[config.mk]
export PLATFORM = sky130hd
export DESIGN_NAME = uart_imem_loader_flat
export DESIGN_NICKNAME = d
export VERILOG_FILES = /design/src/rtl/uart_imem_loader_if.sv /design/src/rtl/uart_imem_loader.sv /design/src/flat_wrapper.sv
export SDC_FILE = /design/constraint.sdc
export NUM_CORES = 1
export LEC_CHECK = 0
export CORE_UTILIZATION = 28
export DETAILED_ROUTE_END_ITERATION = 10
export PLACE_DENSITY = 0.49
export SYNTH_ARGS = -nofsm -noshare
export SYNTH_HDL_FRONTEND = slang
export SYNTH_SLANG_ARGS = --single-unit
[constraint.sdc]
create_clock -name clk -period 2.3 [get_ports clk]
set_input_delay 0.345 -clock clk [delete_from_list [all_inputs] [get_ports clk]]
set_output_delay 0.345 -clock clk [all_outputs]
set_load 0.01 [all_outputs]
[src/rtl/uart_imem_loader_if.sv]
// UART byte stream in, instruction-memory write port out.
// The loader uses the master view; the environment uses the slave view.
interface uart_imem_loader_if #(
  parameter int ADDR_W = 6
);
  logic [7:0]        rx_data;
  logic              rx_valid;
  logic              mem_we;
  logic [ADDR_W-1:0] mem_waddr;
  logic [31:0]       mem_wdata;

  modport master (
    input  rx_data,
    input  rx_valid,
    output mem_we,
    output mem_waddr,
    output mem_wdata
  );

  modport slave (
    output rx_data,
    output rx_valid,
    input  mem_we,
    input  mem_waddr,
    input  mem_wdata
  );
endinterface

[src/rtl/uart_imem_loader.sv]
// Frames UART bytes into instruction words, writes them from word 0,
// and releases the core from reset once the checksum matches.
module uart_imem_loader #(
  parameter int DEPTH   = 64,
  parameter int ADDR_W  = 6,
  parameter int TIMEOUT = 1000000
) (
  input  logic clk,
  input  logic reset,
  uart_imem_loader_if.master bus,
  output logic cpu_reset,
  output logic load_done,
  output logic load_err
);

  localparam logic [7:0] HDR   = 8'hA5;
  localparam logic [8:0] DEP9  = 9'(DEPTH);
  localparam int         TW    = $clog2(TIMEOUT + 1);
  localparam logic [TW-1:0] TLAST = TW'(TIMEOUT - 1);

  typedef enum logic [2:0] {
    IDLE, COUNT, DATA, CHECK, DONE, ERROR
  } state_t;

  state_t            state_q, state_d;
  logic [7:0]        cnt_q, cnt_d;
  logic [7:0]        widx_q, widx_d;
  logic [1:0]        bidx_q, bidx_d;
  logic [23:0]       asm_q, asm_d;
  logic [7:0]        csum_q, csum_d;
  logic [TW-1:0]     idle_q, idle_d;
  logic              we_q, we_d;
  logic [ADDR_W-1:0] waddr_q, waddr_d;
  logic [31:0]       wdata_q, wdata_d;
  logic              cpu_rst_q, done_q, err_q;
  logic              rx_v;
  logic [7:0]        rx_b;
  logic              in_frame;
  logic              expire;

  assign rx_v = bus.rx_valid;
  assign rx_b = bus.rx_data;

  assign in_frame = (state_q == COUNT) ||
                    (state_q == DATA) ||
                    (state_q == CHECK);
  assign expire   = in_frame && !rx_v && (idle_q == TLAST);

  // Next-state, framing, checksum and write-port decode
  always_comb begin
    state_d = state_q;
    cnt_d   = cnt_q;
    widx_d  = widx_q;
    bidx_d  = bidx_q;
    asm_d   = asm_q;
    csum_d  = csum_q;
    we_d    = 1'b0;
    waddr_d = waddr_q;
    wdata_d = wdata_q;
    idle_d  = '0;
    if (in_frame && !rx_v) idle_d = idle_q + 1'b1;
    unique case (state_q)
      IDLE, ERROR: begin
        if (rx_v && rx_b == HDR) begin
          state_d = COUNT;
          csum_d  = '0;
          widx_d  = '0;
          bidx_d  = '0;
        end
      end
      COUNT: begin
        if (rx_v) begin
          if (rx_b == 8'd0 || {1'b0, rx_b} > DEP9) begin
            state_d = ERROR;
          end else begin
            cnt_d   = rx_b;
            state_d = DATA;
          end
        end else if (expire) begin
          state_d = ERROR;
        end
      end
      DATA: begin
        if (rx_v) begin
          csum_d = csum_q ^ rx_b;
          bidx_d = bidx_q + 2'd1;
          asm_d  = {rx_b, asm_q[23:8]};
          if (bidx_q == 2'd3) begin
            we_d    = 1'b1;
            waddr_d = widx_q[ADDR_W-1:0];
            wdata_d = {rx_b, asm_q};
            widx_d  = widx_q + 8'd1;
            if (widx_q + 8'd1 == cnt_q) state_d = CHECK;
          end
        end else if (expire) begin
          state_d = ERROR;
        end
      end
      CHECK: begin
        if (rx_v) begin
          state_d = (rx_b == csum_q) ? DONE : ERROR;
        end else if (expire) begin
          state_d = ERROR;
        end
      end
      DONE: state_d = DONE;
      default: state_d = IDLE;
    endcase
  end

  // State and registered outputs
  always_ff @(posedge clk) begin
    if (reset) begin
      state_q   <= IDLE;
      cnt_q     <= '0;
      widx_q    <= '0;
      bidx_q    <= '0;
      asm_q     <= '0;
      csum_q    <= '0;
      idle_q    <= '0;
      we_q      <= 1'b0;
      waddr_q   <= '0;
      wdata_q   <= '0;
      cpu_rst_q <= 1'b1;
      done_q    <= 1'b0;
      err_q     <= 1'b0;
    end else begin
      state_q   <= state_d;
      cnt_q     <= cnt_d;
      widx_q    <= widx_d;
      bidx_q    <= bidx_d;
      asm_q     <= asm_d;
      csum_q    <= csum_d;
      idle_q    <= idle_d;
      we_q      <= we_d;
      waddr_q   <= waddr_d;
      wdata_q   <= wdata_d;
      cpu_rst_q <= (state_d != DONE);
      done_q    <= (state_d == DONE);
      err_q     <= (state_d == ERROR);
    end
  end

  assign bus.mem_we    = we_q;
  assign bus.mem_waddr = waddr_q;
  assign bus.mem_wdata = wdata_q;
  assign cpu_reset     = cpu_rst_q;
  assign load_done     = done_q;
  assign load_err      = err_q;

endmodule
[src/flat_wrapper.sv]
// flat-port wrapper written by rule: the top's interface ports become plain ports
module uart_imem_loader_flat 
#(
  parameter int DEPTH   = 64,
  parameter int ADDR_W  = 6,
  parameter int TIMEOUT = 1000000
)
  (clk, reset, cpu_reset, load_done, load_err, bus_rx_data, bus_rx_valid, bus_mem_we, bus_mem_waddr, bus_mem_wdata);
  uart_imem_loader_if #(.ADDR_W(ADDR_W)) bus_i ();
  input  logic clk;
  input  logic reset;
  output logic cpu_reset;
  output logic load_done;
  output logic load_err;
  input wire logic [$bits(bus_i.rx_data)-1:0] bus_rx_data;
  input wire logic [$bits(bus_i.rx_valid)-1:0] bus_rx_valid;
  output wire logic [$bits(bus_i.mem_we)-1:0] bus_mem_we;
  output wire logic [$bits(bus_i.mem_waddr)-1:0] bus_mem_waddr;
  output wire logic [$bits(bus_i.mem_wdata)-1:0] bus_mem_wdata;
  assign bus_i.rx_data = bus_rx_data;
  assign bus_i.rx_valid = bus_rx_valid;
  assign bus_mem_we = bus_i.mem_we;
  assign bus_mem_waddr = bus_i.mem_waddr;
  assign bus_mem_wdata = bus_i.mem_wdata;
  uart_imem_loader #(.DEPTH(DEPTH), .ADDR_W(ADDR_W), .TIMEOUT(TIMEOUT)) u_core (.clk(clk), .reset(reset), .bus(bus_i), .cpu_reset(cpu_reset), .load_done(load_done), .load_err(load_err));
endmodule
Yosys cells after proc, flatten, opt, wreduce, memory -nomap -nowiden --
Cells that the tools add are included.
Storage, ports and cells: register bits 115, input bits 11, output and inout port bits 42, word-level logic and storage cells 76
Cells by class: $add $sub $neg 3, $lt $le $gt $ge 1, equality and inequality tests 16, mux-type cells 20, bitwise logic cells 5, reduce and logical (&&, ||, !) cells 18
Operators with widths (number):
- $mux W8 | 4
- $pmux W8 S2 | 2
- $mux W3 | 8
- $add A20 B1 Y20 const B | 1
- $eq A20 B20 Y1 const B | 1
- $eq A8 B8 Y1 | 2
- $pmux W3 S5 | 1
- $eq A3 B3 Y1 const B | 4
- $reduce_and A3 Y1 | 3
- $add A8 B1 Y8 const B | 1
- $eq A8 B8 Y1 const B | 1
- $gt A8 B7 Y1 const B | 1
- $logic_not A8 Y1 | 1
- $xor A8 B8 Y8 | 1
- $eq A3 B2 Y1 const B | 2
- $mux W2 | 2
- $ne A2 B2 Y1 const B | 2
- $not A1 Y1 | 4
- $pmux W2 S2 | 1
- $reduce_and A4 Y1 | 1
- $reduce_or A2 Y1 | 2
- $eq A3 B1 Y1 const B | 1
- $logic_and A1 B1 Y1 | 3
- $logic_not A3 Y1 | 1
- other kinds (10) | 13

Depth between registers and ports, before layout --
Gate-level depths: netlist of run 1.
depth in word-level cells 9, gate-level depth with buffers 8, mapped depth without buffers 7

Worst setup path after synthesis of run 1 --
OpenSTA, ideal clock, no wires.
path type reg-to-reg, from register u_core.widx_q[1], to register u_core.state_q[0], library setup time 0.070 ns, arrival 2.103 ns, required time 2.230 ns, slack 0.127 ns, stages on the path, launching flop included 8, buffers on the path 0, clock period less this slack 2.173 ns, cells stage by stage dfxtp_1 ha_1 and3_1 and3_1 nor3b_1 or4_1 or4_1 a21oi_1
Between the ends: longest elaborated chain between the ends 6
Ends and longest elaborated chain:
- start: declaration | line uart_imem_loader.sv:27 | logic [7:0] widx_q, widx_d;
- start signal: assignment | line uart_imem_loader.sv:130 | widx_q <= widx_d;
- $add A8 B1 Y8 | line uart_imem_loader.sv:93 | if (widx_q + 8'd1 == cnt_q) state_d = CHECK;
- $eq A8 B8 Y1 | line uart_imem_loader.sv:93
- $mux W3 | line uart_imem_loader.sv:93
- $mux W3 | line uart_imem_loader.sv:88 | if (bidx_q == 2'd3) begin
- $mux W3 | line uart_imem_loader.sv:84 | if (rx_v) begin
- $pmux W3 S5 | line uart_imem_loader.sv:62 | unique case (state_q)
- end signal: assignment | line uart_imem_loader.sv:128 | state_q <= state_d;
- end: declaration | line uart_imem_loader.sv:25 | state_t state_q, state_d;
Every way passes these cells. A chain may end at the register's enable or synchronous reset.

Final worst setup path of run 1 --
from register u_core.widx_q[0], to register u_core.state_q[0]
The elaborated chain is that of the path after synthesis.

==> reports/qor.csv, run 1 <==
metric;value;unit
Pleak;2.197;nW
ys async rst share;0;%
Worst-path clk slew;0.06;ns
Hold Path Class;in -> reg;
status;finished clean;
post-synthesis sequential area ratio;47.99;%
max-slew violation count;0;
dpl ws;-0.3404;ns
worst skew pair latency;0.42;ns
First-pass DRT Iterations;5;
Max VDD drop;0.0004333;V
Finished Layout Cells;909;
CTS tree;built;
worst hold path startpoint;reset;
Ant. Diodes;0;
Vias;4254;
endpoints failing hold;0;
Synthesis Warnings;0;
most frequent CP cell;or4_1;
layout cells sized above 1;12.77;%
Setup CP Type;reg -> reg;
worst-margin pin slew;0.6271;ns
die area;17660;sq um
RSZ-0062 raised after global routing;false;
main flop type after synthesis;dfxtp_1;
Placed Cells;878;
Mean Syn Cell Area;7.969;sq um
Die Height;132.9;microns
CP max stage delay;0.47;ns
CTS Buf Count;17;
R2R depth;6;
CP max stage cell;or4_1;
final period utilization;98.51;%
CP Capture Type;flop;
most frequent cells in the layout;nand2_1 (141), dfxtp_1 (115), a21oi_1 (85);
Area growth syn-to-layout;33.83;%
Rows;47;
vias per cell;4.680;
Post-synth EDFFs;0;
largest net degree at the start of global routing;52;
fin worst setup slack;0.03417;ns
Num Clock Sinks;115;
Detailed Place HPWL;8.667;mm
fin util;38.58;%
Unique masters post-synth;49;
total gr overflow;0;
number of hold buffers added after cts;0;
vias in the first global route;4156;
routed len/inst;13.65;microns
P per Cell Area;743.9;nW/um^2
WHS Path Cells;2;
flops & latches, synth;115;
fmax;441.3;MHz
core area;16640;sq um
setup violators final;0;
Die Width;132.9;microns
H-tree depth;4;
WL final;12.41;mm
final net count;691;
clock skew;0.01559;ns
Req. time, crit path;2.64;ns
overall routing resource usage;14.96;%
Starting Density;28.82;%
Setup crit start kind;flop;
Final Cell Area;6420;sq um
I/O pins;53;
WP data arrival;2.60;ns
initial antenna violation count;0;
crit path time final;2.266;ns
Synth Instances;602;
DP Area;5818;sq um
R2R Path Start;u_core.widx_q[0];
DRC;0;
reg2reg setup slack;0.03;ns
Clock Path Buffers;2;
number of max-cap violations;0;
cells along the critical path;ha_1, xor2_1, or3_1, or4_1, or4_1, a21oi_1;
commonest non-fill, non-tap cell in the layout;nand2_1;
R2R Path End;u_core.state_q[0];
antenna-violating nets left;0;
first-pass GRT wire length;20.85;mm
Post-Syn Nets;616;
Syn Std Cell Area;4797;sq um
max_slew headroom;58.04;%
peak fanout along the critical path;2;
Root Driver;clkbuf_16;
RePlAce Congestion;0.8487;
Hold Path Sink;u_core.bus.mem_waddr[4];
Starting DRT DRC Count;188;
Port Buf Inserts;52;
==> cell usage after synthesis (6+ instances only) <==
master | n | area, sq um
clkbuf_1 | 31 | 116.4
a21oi_1 | 85 | 425.4
xor2_1 | 20 | 175.2
nand2_1 | 141 | 529.3
mux2i_1 | 7 | 70.07
nor3b_1 | 6 | 45.04
xnor2_1 | 14 | 122.6
dfxtp_1 | 115 | 2302
or2_2 | 9 | 56.30
buf_2 | 6 | 30.03
nand4_1 | 8 | 50.05
and3_1 | 8 | 50.05
nand3_1 | 13 | 65.06
nor2_1 | 58 | 217.7
o21ai_0 | 20 | 100.1
==> cell families after synthesis <==
family / share of synthesized area [%]
multiplexers: 1.461
AND/OR/NAND/NOR: 26.40
adder cells (fa/ha/maj): 0.7826
buffers and inverters: 3.625
XOR/XNOR: 6.208
flip-flops: 47.99
AO/OA/AOI/OAI: 13.54
==> report_power, final <==
part | total (W) | switching, W | internal (W)
Sequential | 0.00199 | 0.0000000618 | 0.00199
Combinational | 0.0000976 | 0.0000595 | 0.0000380
Clock | 0.00268 | 0.000911 | 0.00177
Total | 0.00478 | 0.000971 | 0.00380
==> routing by layer <==
layer	track usage, %	part of all wire [%]	vias up
met5	0	0	-
met4	5.492	0.98	0
met3	4.483	3.1	9
met2	23.04	46	72
met1	19.65	50	1999
li1	-	-	2174
==> flip-flops by register name (all words and copies together) (netlist names), 3 cells and up <==
register	cells
u_core.bus.mem_wdata	32
u_core.asm_q	24
u_core.idle_q	20
u_core.cnt_q	8
u_core.csum_q	8
u_core.widx_q	8
u_core.bus.mem_waddr	6
u_core.state_q	3
==> worst max-delay path, delay by kind of cell (launching register included) <==
kind | cells | cell delay [ns]
compound gates | 1 | 0.15
xor+xnor | 1 | 0.14
simple gates | 3 | 1.27
flops | 1 | 0.31
fa+ha+maj | 1 | 0.32
==> how the worst max path moves through the flow <==
stage                      from                 to  slack (ns)  depth (start not counted)
2_1_floorplan  u_core.widx_q[1]  u_core.state_q[0]        0.13                          7
3_3_place_gp     bus_rx_data[4]   u_core.load_done       -0.33                          7
3_5_place_dp     bus_rx_data[4]   u_core.load_done       -0.34                          7
4_1_cts        u_core.widx_q[0]  u_core.state_q[0]        0.03                          6
5_1_grt        u_core.widx_q[0]  u_core.state_q[0]       0.007                          6
6_report       u_core.widx_q[0]  u_core.state_q[0]        0.03                          6
==> metrics by stage <==
step           total power, W  hold WS, ns  TNS [ns]
6_report             0.004775       0.3573         0
5_1_grt              0.004935       0.3576         0
4_1_cts              0.004832       0.3436         0
3_5_place_dp         0.002135       0.4453    -8.691
3_3_place_gp         0.002134       0.4409    -8.692
2_1_floorplan        0.002080       0.4263         0
==> repair_timing <==
| item | in CTS | in global routing |
|---|---|---|
| setup endpoints to repair | 0 | 3 |
| resized for setup | 0 | 2 |
| setup buffers | 0 | 0 |
==> cell type report <==
class | instances | area, sq um
clock buffer | 21 | 470.5
inverter | 3 | 11.26
tap | 220 | 275.3
fill | 1721 | 10220
clock inverter | 10 | 131.4
multi-input combinational | 444 | 2321
sequential | 115 | 2302
timing repair buffer | 96 | 908.4
No activity file was read; power rests on OpenSTA's default activity.
==> run 2, diff against run 1 <==
Settings changed: CORE_UTILIZATION 28 to 50, PLACE_DENSITY 0.49 to 0.77.
==> reports/qor.csv, run 2 (same netlist as run 1, synthesis figures left out) <==
metric;value;unit;change
DP Area;5612;sq um;was 5818 sq um
Max VDD drop;0.0007394;V;was 0.0004333 V
Hold Path Class;in -> reg;;unchanged
Hold Path Sink;u_core.bus.mem_waddr[2];;was u_core.bus.mem_waddr[4]
I/O pins;53;;unchanged
worst-margin pin slew;0.6494;ns;was 0.6271 ns
CTS-repair resized insts;0;;unchanged
Rows;35;;was 47
Area growth syn-to-layout;28.46;%;was 33.83%
Largest register FFs;32;;unchanged
max-slew violation count;0;;unchanged
Num Clock Sinks;115;;unchanged
antenna-violating nets left;0;;unchanged
vias in the first global route;4268;;was 4156
Final Cell Area;6162;sq um;was 6420 sq um
Detailed Place HPWL;7.874;mm;was 8.667 mm
Die Height;99.95;microns;was 132.9 microns
Req. time, crit path;2.74;ns;was 2.64 ns
core area;9284;sq um;was 16640 sq um
Placed Cells;778;;was 878
CP Capture Type;flop;;unchanged
routed len/inst;14.41;microns;was 13.65 microns
postcts setup bufs;0;;unchanged
final net count;682;;was 691
endpoints failing hold;0;;unchanged
H-tree depth;4;;unchanged
status;finished clean;;unchanged
Setup crit start kind;flop;;unchanged
vias per cell;5.343;;was 4.680
Port Buf Inserts;52;;unchanged
most frequent cells in the layout;nand2_1 (141), dfxtp_1 (115), a21oi_1 (85);;unchanged
number of max-cap violations;0;;unchanged
First-pass DRT Iterations;5;;unchanged
worst hold path startpoint;reset;;unchanged
Finished Layout Cells;810;;was 909
R2R Path End;u_core.state_q[0];;unchanged
Final Power;0.004466;W;was 0.004775 W
P per Cell Area;724.8;nW/um^2;was 743.9 nW/um^2
RSZ-0062 raised after global routing;false;;unchanged
Setup CP Type;reg -> reg;;unchanged
max_slew headroom;56.55;%;was 58.04%
Starting Density;51.67;%;was 28.82%
total gr overflow;0;;unchanged
Root Driver;clkbuf_8;;was clkbuf_16
crit path time final;2.213;ns;was 2.266 ns
clock skew;0.005579;ns;was 0.01559 ns
overall routing resource usage;25.20;%;was 14.96%
final period utilization;96.21;%;was 98.51%
TNS Setup;0;ns;unchanged
Pleak;2.100;nW;was 2.197 nW
CTS Buf Count;17;;unchanged
R2R depth;6;;unchanged
commonest non-fill, non-tap cell in the layout;nand2_1;;unchanged
hold_ws;0.1994;ns;was 0.3573 ns
die area;9990;sq um;was 17660 sq um
RePlAce Congestion;0.8712;;was 0.8487
WP data arrival;2.66;ns;was 2.60 ns
DRC;0;;unchanged
Vias;4328;;was 4254
Starting DRT DRC Count;279;;was 188
WL final;11.67;mm;was 12.41 mm
Worst-path clk slew;0.06;ns;about the same
largest net degree at the start of global routing;57;;was 52
peak fanout along the critical path;2;;unchanged
first-pass GRT wire length;19.71;mm;was 20.85 mm
number of hold buffers added after cts;0;;unchanged
reg2reg setup slack;0.09;ns;was 0.03 ns
Die Width;99.95;microns;was 132.9 microns
Clock Path Buffers;2;;unchanged
initial antenna violation count;0;;unchanged
R2R Path Start;u_core.widx_q[0];;unchanged
fmax;451.9;MHz;was 441.3 MHz
CTS tree;built;;unchanged
setup violators final;0;;unchanged
WHS Path Cells;2;;unchanged
layout cells sized above 1;11.75;%;was 12.77%
worst skew pair latency;0.51;ns;was 0.42 ns
Ant. Diodes;0;;unchanged
[run 2: critical path, cell delays in order (launching register included)]
cell and delay (ns):
dfxtp_1 0.31, ha_1 0.32, xor2_1 0.14, or3_1 0.33
or4_1 0.46, or4_1 0.41, a21oi_1 0.16
[run 2: power breakdown]
part | leakage [nW] | internal (W) | switching (W)
Sequential | 0.926 | 0.00199 | 0.0000000670
Combinational | 0.921 | 0.0000379 | 0.0000574
Clock | 0.253 | 0.00146 | 0.000921
Total | 2.10 | 0.00349 | 0.000979
[run 2: metal layers]
layer / GRT usage, % / vias up / part of all wire [%]
met5: 0 / - / 0
met4: 10.86 / 0 / 2.1
met3: 7.521 / 27 / 5.2
met2: 41.06 / 116 / 49
met1: 30.97 / 2036 / 44
li1: - / 2149 / -
[run 2: layout make-up]
type	count	area, sq um
clock buffer	20	435.4
tap	129	161.4
fill	795	3122
clock inverter	12	108.9
multi-input combinational	444	2327
sequential	115	2302
timing repair buffer	87	815.8
inverter	3	11.26
[run 2: worst max-delay path by stage]
stage / from / to / slack [ns] / cells after the start
floorplan: u_core.widx_q[1] / u_core.state_q[0] / 0.13 / 7
global placement: bus_rx_data[3] / u_core.load_done / -0.27 / 7
detailed placement: bus_rx_data[3] / u_core.csum_q[7] / -0.33 / 8
CTS: u_core.widx_q[0] / u_core.state_q[0] / 0.09 / 6
global route: u_core.idle_q[0] / u_core.load_err / 0.01 / 7
finish: u_core.widx_q[0] / u_core.state_q[0] / 0.09 / 6
[run 2: through the flow]
step           utilization, %  setup slack, ns
2_1_floorplan               -           0.1271
3_3_place_gp            60.44          -0.2681
3_5_place_dp            60.44          -0.3338
4_1_cts                 66.31          0.08929
5_1_grt                 66.37          0.01128
6_report                66.37          0.08710
